$ cat config.mk
export PLATFORM = sky130hd
export DESIGN_NAME = des_round_stage
export DESIGN_NICKNAME = d
export VERILOG_FILES = /design/src/rtl/des_round_stage.sv
export SDC_FILE = /design/constraint.sdc
export NUM_CORES = 1
export LEC_CHECK = 0
export BUFFER_PORTS_ARGS = -buffer_cell sky130_fd_sc_hd__buf_2
export CAP_MARGIN = 20
export CORE_ASPECT_RATIO = 1.25
export CORE_UTILIZATION = 58
export CTS_CLUSTER_DIAMETER = 100
export DETAILED_ROUTE_END_ITERATION = 7
export PLACE_DENSITY = 0.9
export SLEW_MARGIN = 0
export SYNTH_ARGS = -nofsm -noshare
export SYNTH_HDL_FRONTEND = slang
export SYNTH_SLANG_ARGS = --single-unit
$ cat constraint.sdc
create_clock -name clk -period 7.8 [get_ports clk]
set_clock_uncertainty 0.05 [all_clocks]
set_input_delay 0.78 -clock clk [delete_from_list [all_inputs] [get_ports clk]]
set_output_delay 0.78 -clock clk [all_outputs]
set_load 0.05 [all_outputs]
$ cat src/rtl/des_round_stage.sv
// One pipelined DES Feistel round: stage 1 = E(R) xor K, stage 2 = S-boxes, P, xor L, half swap.
// Latency 2 cycles from input handshake to out_valid; throughput 1 block per cycle.
// Valid/ready back-pressure; in_ready is the only combinational path (from out_ready).
module des_round_stage #(
  parameter int TAG_W   = 4,  // sideband width, 1 or more
  parameter int NO_SWAP = 0   // 1 for the final round: halves are not swapped
) (
  input  logic             clk,
  input  logic             rst,
  input  logic             in_valid,
  output logic             in_ready,
  input  logic [0:31]      in_l,
  input  logic [0:31]      in_r,
  input  logic [0:47]      in_key,
  input  logic [TAG_W-1:0] in_tag,
  output logic             out_valid,
  input  logic             out_ready,
  output logic [0:31]      out_l,
  output logic [0:31]      out_r,
  output logic [TAG_W-1:0] out_tag
);

  // P permutation, 0-based source positions (DES table minus one), index 0 = DES bit 1.
  localparam logic [0:31][4:0] P_TAB = {
    5'd15, 5'd6,  5'd19, 5'd20, 5'd28, 5'd11, 5'd27, 5'd16,
    5'd0,  5'd14, 5'd22, 5'd25, 5'd4,  5'd17, 5'd30, 5'd9,
    5'd1,  5'd7,  5'd23, 5'd13, 5'd31, 5'd26, 5'd2,  5'd8,
    5'd18, 5'd12, 5'd29, 5'd5,  5'd21, 5'd10, 5'd3,  5'd24
  };

  // S1..S8, each 4 rows x 16 columns, row-major, first entry in the leftmost nibble.
  localparam logic [0:7][0:63][3:0] S_TAB = {
    256'hE4D12FB83A6C59070F74E2D1A6CB953841E8D62BFC973A50FC8249175B3EA06D,
    256'hF18E6B34972DC05A3D47F28EC01A69B50E7BA4D158C6932FD8A13F42B67C05E9,
    256'hA09E63F51DC7B428D709346A285ECBF1D6498F30B12C5AE71AD069874FE3B52C,
    256'h7DE3069A1285BC4FD8B56F03472C1AE9A690CB7DF13E52843F06A1D8945BC72E,
    256'h2C417AB6853FD0E9EB2C47D150FA3986421BAD78F9C5630EB8C71E2D6F09A453,
    256'hC1AF92680D34E75BAF427C9561DE0B389EF528C3704A1DB6432C95FABE17608D,
    256'h4B2EF08D3C975A61D0B7491AE35C2F8614BDC37EAF6805926BD814A7950FE23C,
    256'hD2846FB1A93E50C71FD8A374C56B0E927B419CE206ADF35821E74A8DFC90356B
  };

  logic [0:47]      e_r;       // E(in_r)
  logic             s1_valid;
  logic [0:47]      s1_x;      // E(R) xor K
  logic [0:31]      s1_l;
  logic [0:31]      s1_r;
  logic [TAG_W-1:0] s1_tag;
  logic [0:31]      sbox_out;
  logic [0:31]      f_out;
  logic [0:31]      mix;
  logic [0:31]      nxt_l;
  logic [0:31]      nxt_r;
  logic             s2_load;

  // E expansion: group j takes R bits 4j-1 .. 4j+4 (0-based), wrapping around the word.
  for (genvar j = 0; j < 8; j++) begin : g_exp
    for (genvar k = 0; k < 6; k++) begin : g_bit
      assign e_r[6*j+k] = in_r[(4*j+k+31) % 32];
    end
  end

  // S-box k: row = outer bits (0,5), column = inner bits (1..4).
  for (genvar k = 0; k < 8; k++) begin : g_sbox
    assign sbox_out[4*k +: 4] = S_TAB[k][{s1_x[6*k], s1_x[6*k+5], s1_x[6*k+1 +: 4]}];
  end

  for (genvar i = 0; i < 32; i++) begin : g_perm
    assign f_out[i] = sbox_out[P_TAB[i]];
  end

  // Handshake control and the new halves of the round.
  always_comb begin
    s2_load  = s1_valid && (!out_valid || out_ready);
    in_ready = !s1_valid || s2_load;
    mix      = s1_l ^ f_out;
    nxt_l    = s1_r;
    nxt_r    = mix;
    if (NO_SWAP != 0) begin
      nxt_l = mix;
      nxt_r = s1_r;
    end
  end

  // Stage-1 valid: refreshed whenever the stage can move, so it clears once drained.
  always_ff @(posedge clk or posedge rst) begin
    if (rst) begin
      s1_valid <= 1'b0;
    end else if (in_ready) begin
      s1_valid <= in_valid;
    end
  end

  // Stage-1 data: loads only on an accepted block.
  always_ff @(posedge clk or posedge rst) begin
    if (rst) begin
      s1_x   <= '0;
      s1_l   <= '0;
      s1_r   <= '0;
      s1_tag <= '0;
    end else if (in_valid && in_ready) begin
      s1_x   <= e_r ^ in_key;
      s1_l   <= in_l;
      s1_r   <= in_r;
      s1_tag <= in_tag;
    end
  end

  // Output register: loads from stage 1, holds while stalled, empties on a drain.
  always_ff @(posedge clk or posedge rst) begin
    if (rst) begin
      out_valid <= 1'b0;
      out_l     <= '0;
      out_r     <= '0;
      out_tag   <= '0;
    end else if (s2_load) begin
      out_valid <= 1'b1;
      out_l     <= nxt_l;
      out_r     <= nxt_r;
      out_tag   <= s1_tag;
    end else if (out_ready) begin
      out_valid <= 1'b0;
    end
  end

endmodule

# Word-level counts from Yosys, hierarchy flattened
# Memories as Yosys holds them, arrays and structs flattened.
# Cells that the tools add are included.
[op_classes]
magnitude_cmp = 8
muxes = 18
bitwise = 10
reduce_logical = 7
[ops]
columns = ["cell", "count"]
rows = [
  ["$mux W4", 16],
  ["$ge A7 B7 Y1 const B", 8],
  ["$not A6 Y7", 8],
  ["$xor A48 B48 Y48", 1],
  ["$xor A32 B32 Y32", 1],
  ["$logic_and A1 B1 Y1", 2],
  ["$logic_not A1 Y1", 2],
  ["$logic_or A1 B1 Y1", 2],
  ["$mux W1", 2],
  ["$reduce_bool A2 Y1", 1],
]
[totals]
register_bits = 186
rom_bits = 2048
inputBits = 120
output_inout_bits = 70
word_cells = 60
n_memories = 8
[mem_list]
columns = ["name", "words", "word_bits", "rd", "rd_clocked_by_memory_dff", "wr", "line", "rtl"]
rows = [
  ["(name not given)", 64, 4, 1, 0, 0, "65", "assign sbox_out[4*k +: 4] = S_TAB[k][{s1_x[6*k], s1_x[6*k+5], s1_x[6*k+1 +: 4]}];"],
  ["(name not given)", 64, 4, 1, 0, 0, "65", ""],
  ["(name not given)", 64, 4, 1, 0, 0, "65", ""],
  ["(name not given)", 64, 4, 1, 0, 0, "65", ""],
  ["(name not given)", 64, 4, 1, 0, 0, "65", ""],
  ["(name not given)", 64, 4, 1, 0, 0, "65", ""],
  ["2 more memories", "--", "--", "--", "--", "--", "--", ""],
]

# Longest topological paths before layout
# Gate-level depths: netlist (run 1).
[logic_depth]
depth_word = 5
depth_mapped = 10

# Worst setup path after synthesis (run 1)
# No wires, ideal clock.
[synth_timing]
path_type = "input to register"
startpoint = "input out_ready"
endpoint = "register s1_x[10] (netlist bit)"
setup_time_ns = 0.133
t_arrival_ns = 2.418
setup_slack_ns = 5.199
path_stages = 6
path_buffers = 3
cell_sequence = "nand3b_1 nand2_1 clkbuf_1 clkbuf_1 clkbuf_1 a21oi_1"
[synth_via]
elab_chain_cells = 4
[synth_lines]
columns = ["element", "line", "rtl"]
rows = [
  ["from (decl)", "17", "input logic out_ready,"],
  ["$logic_or A1 B1 Y1", "74", "s2_load = s1_valid && (!out_valid || out_ready);"],
  ["$logic_and A1 B1 Y1", "74", ""],
  ["$logic_or A1 B1 Y1", "75", "in_ready = !s1_valid || s2_load;"],
  ["$logic_and A1 B1 Y1", "101", "end else if (in_valid && in_ready) begin"],
  ["to (signal assigned)", "102", "s1_x <= e_r ^ in_key;"],
  ["to (decl)", "45", "logic [0:47] s1_x;"],
]
# No other way between the ends.
# A chain may end at the register's enable or synchronous reset.

# Final worst setup path (run 1)
[layout_timing]
startpoint = "register s1_x[34] (netlist bit)"
endpoint = "register out_r[28] (netlist bit)"
[layout_via]
elab_chain_cells = 5
[layout_lines]
columns = ["element", "line", "rtl"]
rows = [
  ["$not A6 Y7 (not written as such)", "65", ""],
  ["$mem_v2 Z64 W4", "--", ""],
  ["$mux W4 (not written as such) (2 in series)", "65", ""],
  ["$xor A32 B32 Y32", "76", "mix = s1_l ^ f_out;"],
  ["to (signal assigned)", "119", "out_r <= nxt_r;"],
  ["to (decl)", "19", "output logic [0:31] out_r,"],
]
# No other way between the ends. The select of a mux whose other input is x is not followed.

==> impl_metrics.yaml, run 1 <==
logic_synthesis:
  synth_cell_types: 78
  synth_edf_count: 0
  ys.flop_type: "dfrtp_1"
  synth.cell_area_sq_mm: 0.0123
  async_reset_ff_share_pct: 100
  synthesis.nets: 1487
  postSynthCellCount: 1305
  synth.avg_cell_area_sq_um: 9.41
  ys_warn_count: 0
  yosysSeqAreaShare_pct: 37.9
  ys_seq_elements: 186
routing:
  postRouteAntennaNets: 0
  drtIter0Drc: 959
  drc_errors: 0
  drt-pass1-iter-count: 5
  vias: 9911
  routedWlPerCell_um: 16.7
  routed_via_density: 5.83
  routed_wl_mm: 28.3
final_layout:
  antenna_cells: 0
  layout.nets: 1596
  final_cell_mix: "nand2_1, buf_2, dfrtp_1, a21oi_1, mux2_2"
  layout-drive-gt1-share_pct: 23.6
  area_growth_pct: 12.2
  finalCoreUtilization_pct: 66.2
  fillers: 1600
  final_common_cell: "nand2_1"
  fin_area_sq_mm: 0.0138
floorplanning:
  fp-row-count: 59
  io_pins: 190
  die_height_um: 165
  dieArea_sq_mm: 0.0218
  start_util_pct: 59.0
  die_w_um: 132
  core_area_sq_mm: 0.0208
sta:
  setup_viol: 0
  hold_viol_final: 0
  holdWs_ns: 0.415
  finalCriticalPeriod_ns: 2.85
  maxSlewHeadroom_pct: 26.4
  finalCritPeriodShare_pct: 36.5
  rsz0062_at_grt: "false"
  tightestPinTransition_ns: 1.10
  final.setup.tns_ns: 0
  fmax_ghz: 0.351
  maxSlewViolCount: 0
place:
  io_buffers: 189
  place_hpwl_mm: 19.0
  place_congestion: 0.914
  place_area_sq_mm: 0.0131
clock_network:
  hold_buffers: 0
  post-cts-setup-buffers: 0
  path_clk_slew_ns: 0.07
  cts_root_buf: "clkbuf_16"
  htreeDepth: 4
  tritoncts: "built"
  clock_path_buffers: 2
  cts_resized: 0
  cts_sinks: 186
  clk_latency_ns: 0.43
  cts_buffers: 17
global_route:
  grt_pass1_vias: 9536
  grt_antenna_before_repair: 1
  grt_usage_pct: 26.4
  grt-ovfl-total: 0
  grt_pass1_wl_mm: 46.4
  grt_max_degree: 110
setup_path:
  r2r-start: "s1_x[34]"
  cp_slowest_cell: "dfrtp_1"
  cp_max_fo: 15
  path_class: "reg -> reg"
  cp-start-kind: "register"
  r2r-end: "out_r[28]"
  worstPathCellList: "inv_1 > ha_1 > nand2b_1 > a31o_1 > mux4_2 > xor2_1 > o21ai_1"
  rr_worst_depth: 7
  r2r_setup_slack_ns: 4.95
  worst_ep_required_time_ns: 8.03
  worstPathArrival_ns: 3.08
  end_kind: "register"
  max_stage_delay_ns: 0.66
power_and_ir_drop:
  total_power_mw: 4.07
  p_per_area_mw_per_mm2: 295
  ir_drop_v: 0.000183
  p_leak_nw: 6.40
status:
  status: "finished, final reports clean"
job:
  maxCapViolCount: 0
worst_hold_path:
  hp-class: "in -> async"
stage by stage:
step,instances,setup slack [ns]
after floorplan,1305,1.91
after global placement,1666,4.56
after detailed placement,1666,4.45
after CTS,1697,4.91
after global routing,1700,4.74
final,1700,4.95
routing by layer:
metal  track usage [%]  up-vias  wire length, um  part of all wire [%]
met5                 0        -               13                 0.046
met4              10.1        2              821                   2.9
met3              4.54       60             1410                   5.0
met2              46.0      328            14200                    50
met1              32.9     4769            11900                    42
li1                  -     4752                -                     -
where the power goes:
group          switching (mW)  internal (mW)  leakage, nW
registers               0.282           1.17         2.20
logic                    1.05          0.642         3.92
clock network           0.395          0.524        0.292
total                    1.73           2.34         6.40
cells in the mapped netlist (13+ instances only):
master      n  area share [%]
mux2i_1    33             2.7
xor2_1     55             3.9
nand2_1   201             6.1
nor2b_1    13            0.66
a211oi_1   13            0.79
o21ai_1    30             1.2
ha_1       62             6.3
mux2_2     70             6.4
nor2_1     67             2.0
o211ai_1   15            0.92
buf_2      46             1.9
inv_1      44             1.3
nand2b_1   18            0.92
dfrtp_1   186              38
clkbuf_1   42             1.3
mux4_2     23             4.2
xnor2_1    43             3.1
a21oi_1    79             3.2
o21ai_0    62             2.5
layout make-up:
cell class | count | area (sq um) | share of cell area [%]
flip-flops and latches | 186 | 4650 | 33.8
clock inverters | 12 | 161 | 1.17
inverters | 49 | 191 | 1.39
repair buffers | 194 | 1040 | 7.57
well taps | 274 | 343 | 2.49
clock buffers | 19 | 453 | 3.28
multi-input cells | 966 | 6940 | 50.3
worst max-delay path by stage:
stage / endpoint / cells past startpoint / startpoint / slack, ns
2_1_floorplan: nxt_l[0] / 1 / rst / 1.91
3_3_place_gp: s1_l[14] / 5 / out_ready / 4.56
3_5_place_dp: nxt_l[9] / 5 / out_ready / 4.45
4_1_cts: nxt_l[9] / 5 / out_ready / 4.91
5_1_grt: out_r[10] / 8 / s1_x[34] / 4.74
6_report: out_r[28] / 7 / s1_x[34] / 4.95
kinds of logic (layout without fill, tap and decap cells):
kind of cell	Yosys count	count (layout)	share of synthesized area [%]
fa+ha+maj	62	62	6.31
mux	129	129	13.6
simple gates	365	365	13.3
compound gates	312	312	16.2
buf+inv	153	274	5.73
xor+xnor	98	98	6.99
flops	186	186	37.9
worst max-delay path, delay by kind of cell (launching register included):
| kind | cells | cell delay (ns) |
|---|---|---|
| AO/OA/AOI/OAI | 2 | 0.37 |
| XOR/XNOR | 1 | 0.16 |
| adder cells (fa/ha/maj) | 1 | 0.46 |
| buffers and inverters | 1 | 0.24 |
| flip-flops | 1 | 0.66 |
| multiplexers | 1 | 0.49 |
| AND/OR/NAND/NOR | 1 | 0.25 |
flip-flops by register name, summed over array words and instances, names as in the netlist:
signal,flops
out_r,32
out_l,32
s1_x,48
s1_l,32
out_tag,4
s1_tag,4
s1_valid,1
out_valid,1
nxt_l,32
Power figures use the tool's default switching activity.
==> run 2, diff against run 1 <==
Settings changed: ABC_AREA from default to 1.
Clock period 7.8 ns to 2.7 ns, I/O delays scaled along.
==> impl_metrics.yaml, run 2 <==
floorplanning:
  fp-row-count: 58
  io_pins: 190
  die_w_um: 131
  die_height_um: 164
  core_area_sq_mm: 0.0203
  start_util_pct: 59.8
  dieArea_sq_mm: 0.0215
setup_path:
  rr_worst_depth: 12
  worst_ep_required_time_ns: 2.98
  worstPathArrival_ns: 2.45
  r2r-end: "out_r[12]"
  path_class: "reg -> reg"
  cp_max_fo: 10
  end_kind: "register"
  cp-start-kind: "register"
  r2r-start: "s1_x[10]"
  r2r_setup_slack_ns: 0.54
logic_synthesis:
  synth.cell_area_sq_mm: 0.0122
  async_reset_ff_share_pct: 100
  synthMuxAreaShare_pct: 0
  synth.avg_cell_area_sq_um: 6.89
  synth_top_cell_area_share_pct: 38.3
  synthSimpleGateAreaFrac_pct: 39.3
  synth_most_common_cell: "nand2_1"
  ys_warn_count: 0
  synth_edf_count: 0
  synth-compound-area-share_pct: 4.86
  ys.flop_type: "dfrtp_1"
  ys_seq_elements: 186
  yosysSeqAreaShare_pct: 38.3
  yosysTopAreaCell: "dfrtp_1"
  synth_top_family_by_area: "simple AND/OR/NAND/NOR gates"
  postSynthCellCount: 1765
  ys_top_cells_by_area: "dfrtp_1, nand2_1, nand3_1"
  synthesis.nets: 1947
  synth_common_cells: "nand2_1, nand3_1, dfrtp_1"
  synthXorXnorAreaFrac_pct: 3.53
  synth_cell_types: 28
  synthAdderAreaFrac_pct: 6.38
power_and_ir_drop:
  ir_drop_v: 0.000580
  p_leak_nw: 7.71
  total_power_mw: 12.2
  p_per_area_mw_per_mm2: 867
final_layout:
  largest_reg_flops: 48
  fillers: 1673
  area_growth_pct: 16.1
  final_common_cell: "nand2_1"
  ff_latch_area_sq_mm: 0.00465
  fin_area_sq_mm: 0.0141
  antenna_cells: 0
  final_cell_mix: "nand2_1, nand3_1, buf_2, dfrtp_1, inv_1"
  final-instance-count-excl-fill: 2226
  layout-drive-gt1-share_pct: 13.3
  multi_input_area_sq_mm: 0.00659
  layout.nets: 2126
  largest-register: "s1_x"
place:
  place_congestion: 0.956
  place_area_sq_mm: 0.0132
  io_buffers: 189
  placed_cells_incl_taps: 2160
  pre_cts_ws_ns: 0.615
  place_hpwl_mm: 22.0
routing:
  drt-pass1-iter-count: 5
  routed_via_density: 5.48
  routed_wl_mm: 32.7
  drc_errors: 0
  vias: 12200
  postRouteAntennaNets: 0
  routedWlPerCell_um: 14.7
  drtIter0Drc: 1051
sta:
  finalWorstSetupSlack_ns: 0.535
  setup_viol: 0
  rsz0062_at_grt: "false"
  finalCriticalPeriod_ns: 2.16
  tightestPinTransition_ns: 0.896
  finalCritPeriodShare_pct: 80.2
  maxSlewHeadroom_pct: 40.2
  fmax_ghz: 0.462
  hold_viol_final: 0
  maxSlewViolCount: 0
  final.setup.tns_ns: 0
clock_network:
  clock_path_buffers: 2
  cts_root_buf: "clkbuf_16"
  htreeDepth: 4
  tritoncts: "built"
  cts_sinks: 186
  cts_buffers: 17
  cts_resized: 0
  post-cts-setup-buffers: 0
  clk_latency_ns: 0.44
  path_clk_slew_ns: 0.07
worst_hold_path:
  hp-class: "in -> reg"
  worstHoldStart: "in_r[1]"
  holdPathStages: 3
  holdPathEnd: "nxt_l[1]"
global_route:
  grt_pass1_vias: 11800
  grt_usage_pct: 31.2
  grt-ovfl-total: 0
  grt_antenna_before_repair: 0
  grt_pass1_wl_mm: 54.8
  grt_max_degree: 139
status:
  status: "finished, final reports clean"
job:
  maxCapViolCount: 0
-- run 2: layout make-up --
class,instances,share of cell area (%)
clock buffer,19,3.14
clock inverter,12,0.825
inverter,120,3.24
multi-input combinational,1379,46.7
sequential,186,33.0
tap,270,2.39
timing repair buffer,240,10.7
-- run 2: metal layers --
metal  GRT usage, %  part of all wire [%]  wire, um  vias up
met1           37.0                    40     13100     5618
met4           15.5                   4.3      1400        0
met2           55.3                    50     16400      512
li1               -                     -         -     5960
met5              0                     0         0        -
met3           4.63                   5.4      1770      114
-- run 2: cells by family after synthesis --
group,Yosys count
flip-flops,186
AO/OA/AOI/OAI,116
AND/OR/NAND/NOR,1152
buffers and inverters,200
adder cells (fa/ha/maj),62
XOR/XNOR,49
-- run 2: worst max path at each step --
stage | from | endpoint | slack [ns] | depth (start not counted)
after floorplan | rst | nxt_l[0] | -0.01 | 1
after global placement | s1_x[10] | out_r[12] | 0.67 | 12
after detailed placement | s1_x[33] | out_r[10] | 0.62 | 13
after CTS | s1_x[10] | out_r[12] | 0.60 | 12
after global routing | s1_x[10] | out_r[12] | 0.31 | 11
final | s1_x[10] | out_r[12] | 0.54 | 12
-- run 2: repair_timing --
| item | CTS | global route |
|---|---|---|
| endpoints found under the hold margin | 54 | 0 |
| hold buffers | 35 | 0 |
| setup endpoints to repair | 0 | 0 |
-- run 2: per-stage QoR --
step	util [%]	hold WS (ns)
2_1_floorplan	-	0.330
3_3_place_gp	65.0	0.396
3_5_place_dp	65.0	0.408
4_1_cts	69.5	0.000751
5_1_grt	69.5	0.0154
6_report	69.5	0.0133
-- run 2: worst max-delay path, stage by stage (launching register included) --
cell and delay, ns:
dfrtp_1 0.54, inv_1 0.22, ha_1 0.41, inv_1 0.11, nand2_1 0.10, nand3_1 0.17
nand3_1 0.09, nand2_1 0.09, nand2_1 0.07, nand2_1 0.06, nand2_1 0.04, nand3_1 0.06
nand2_1 0.05
-- run 2: power breakdown --
group / switching (mW) / internal [mW]
logic: 3.96 / 1.64
registers: 0.720 / 3.45
clock network: 1.16 / 1.31
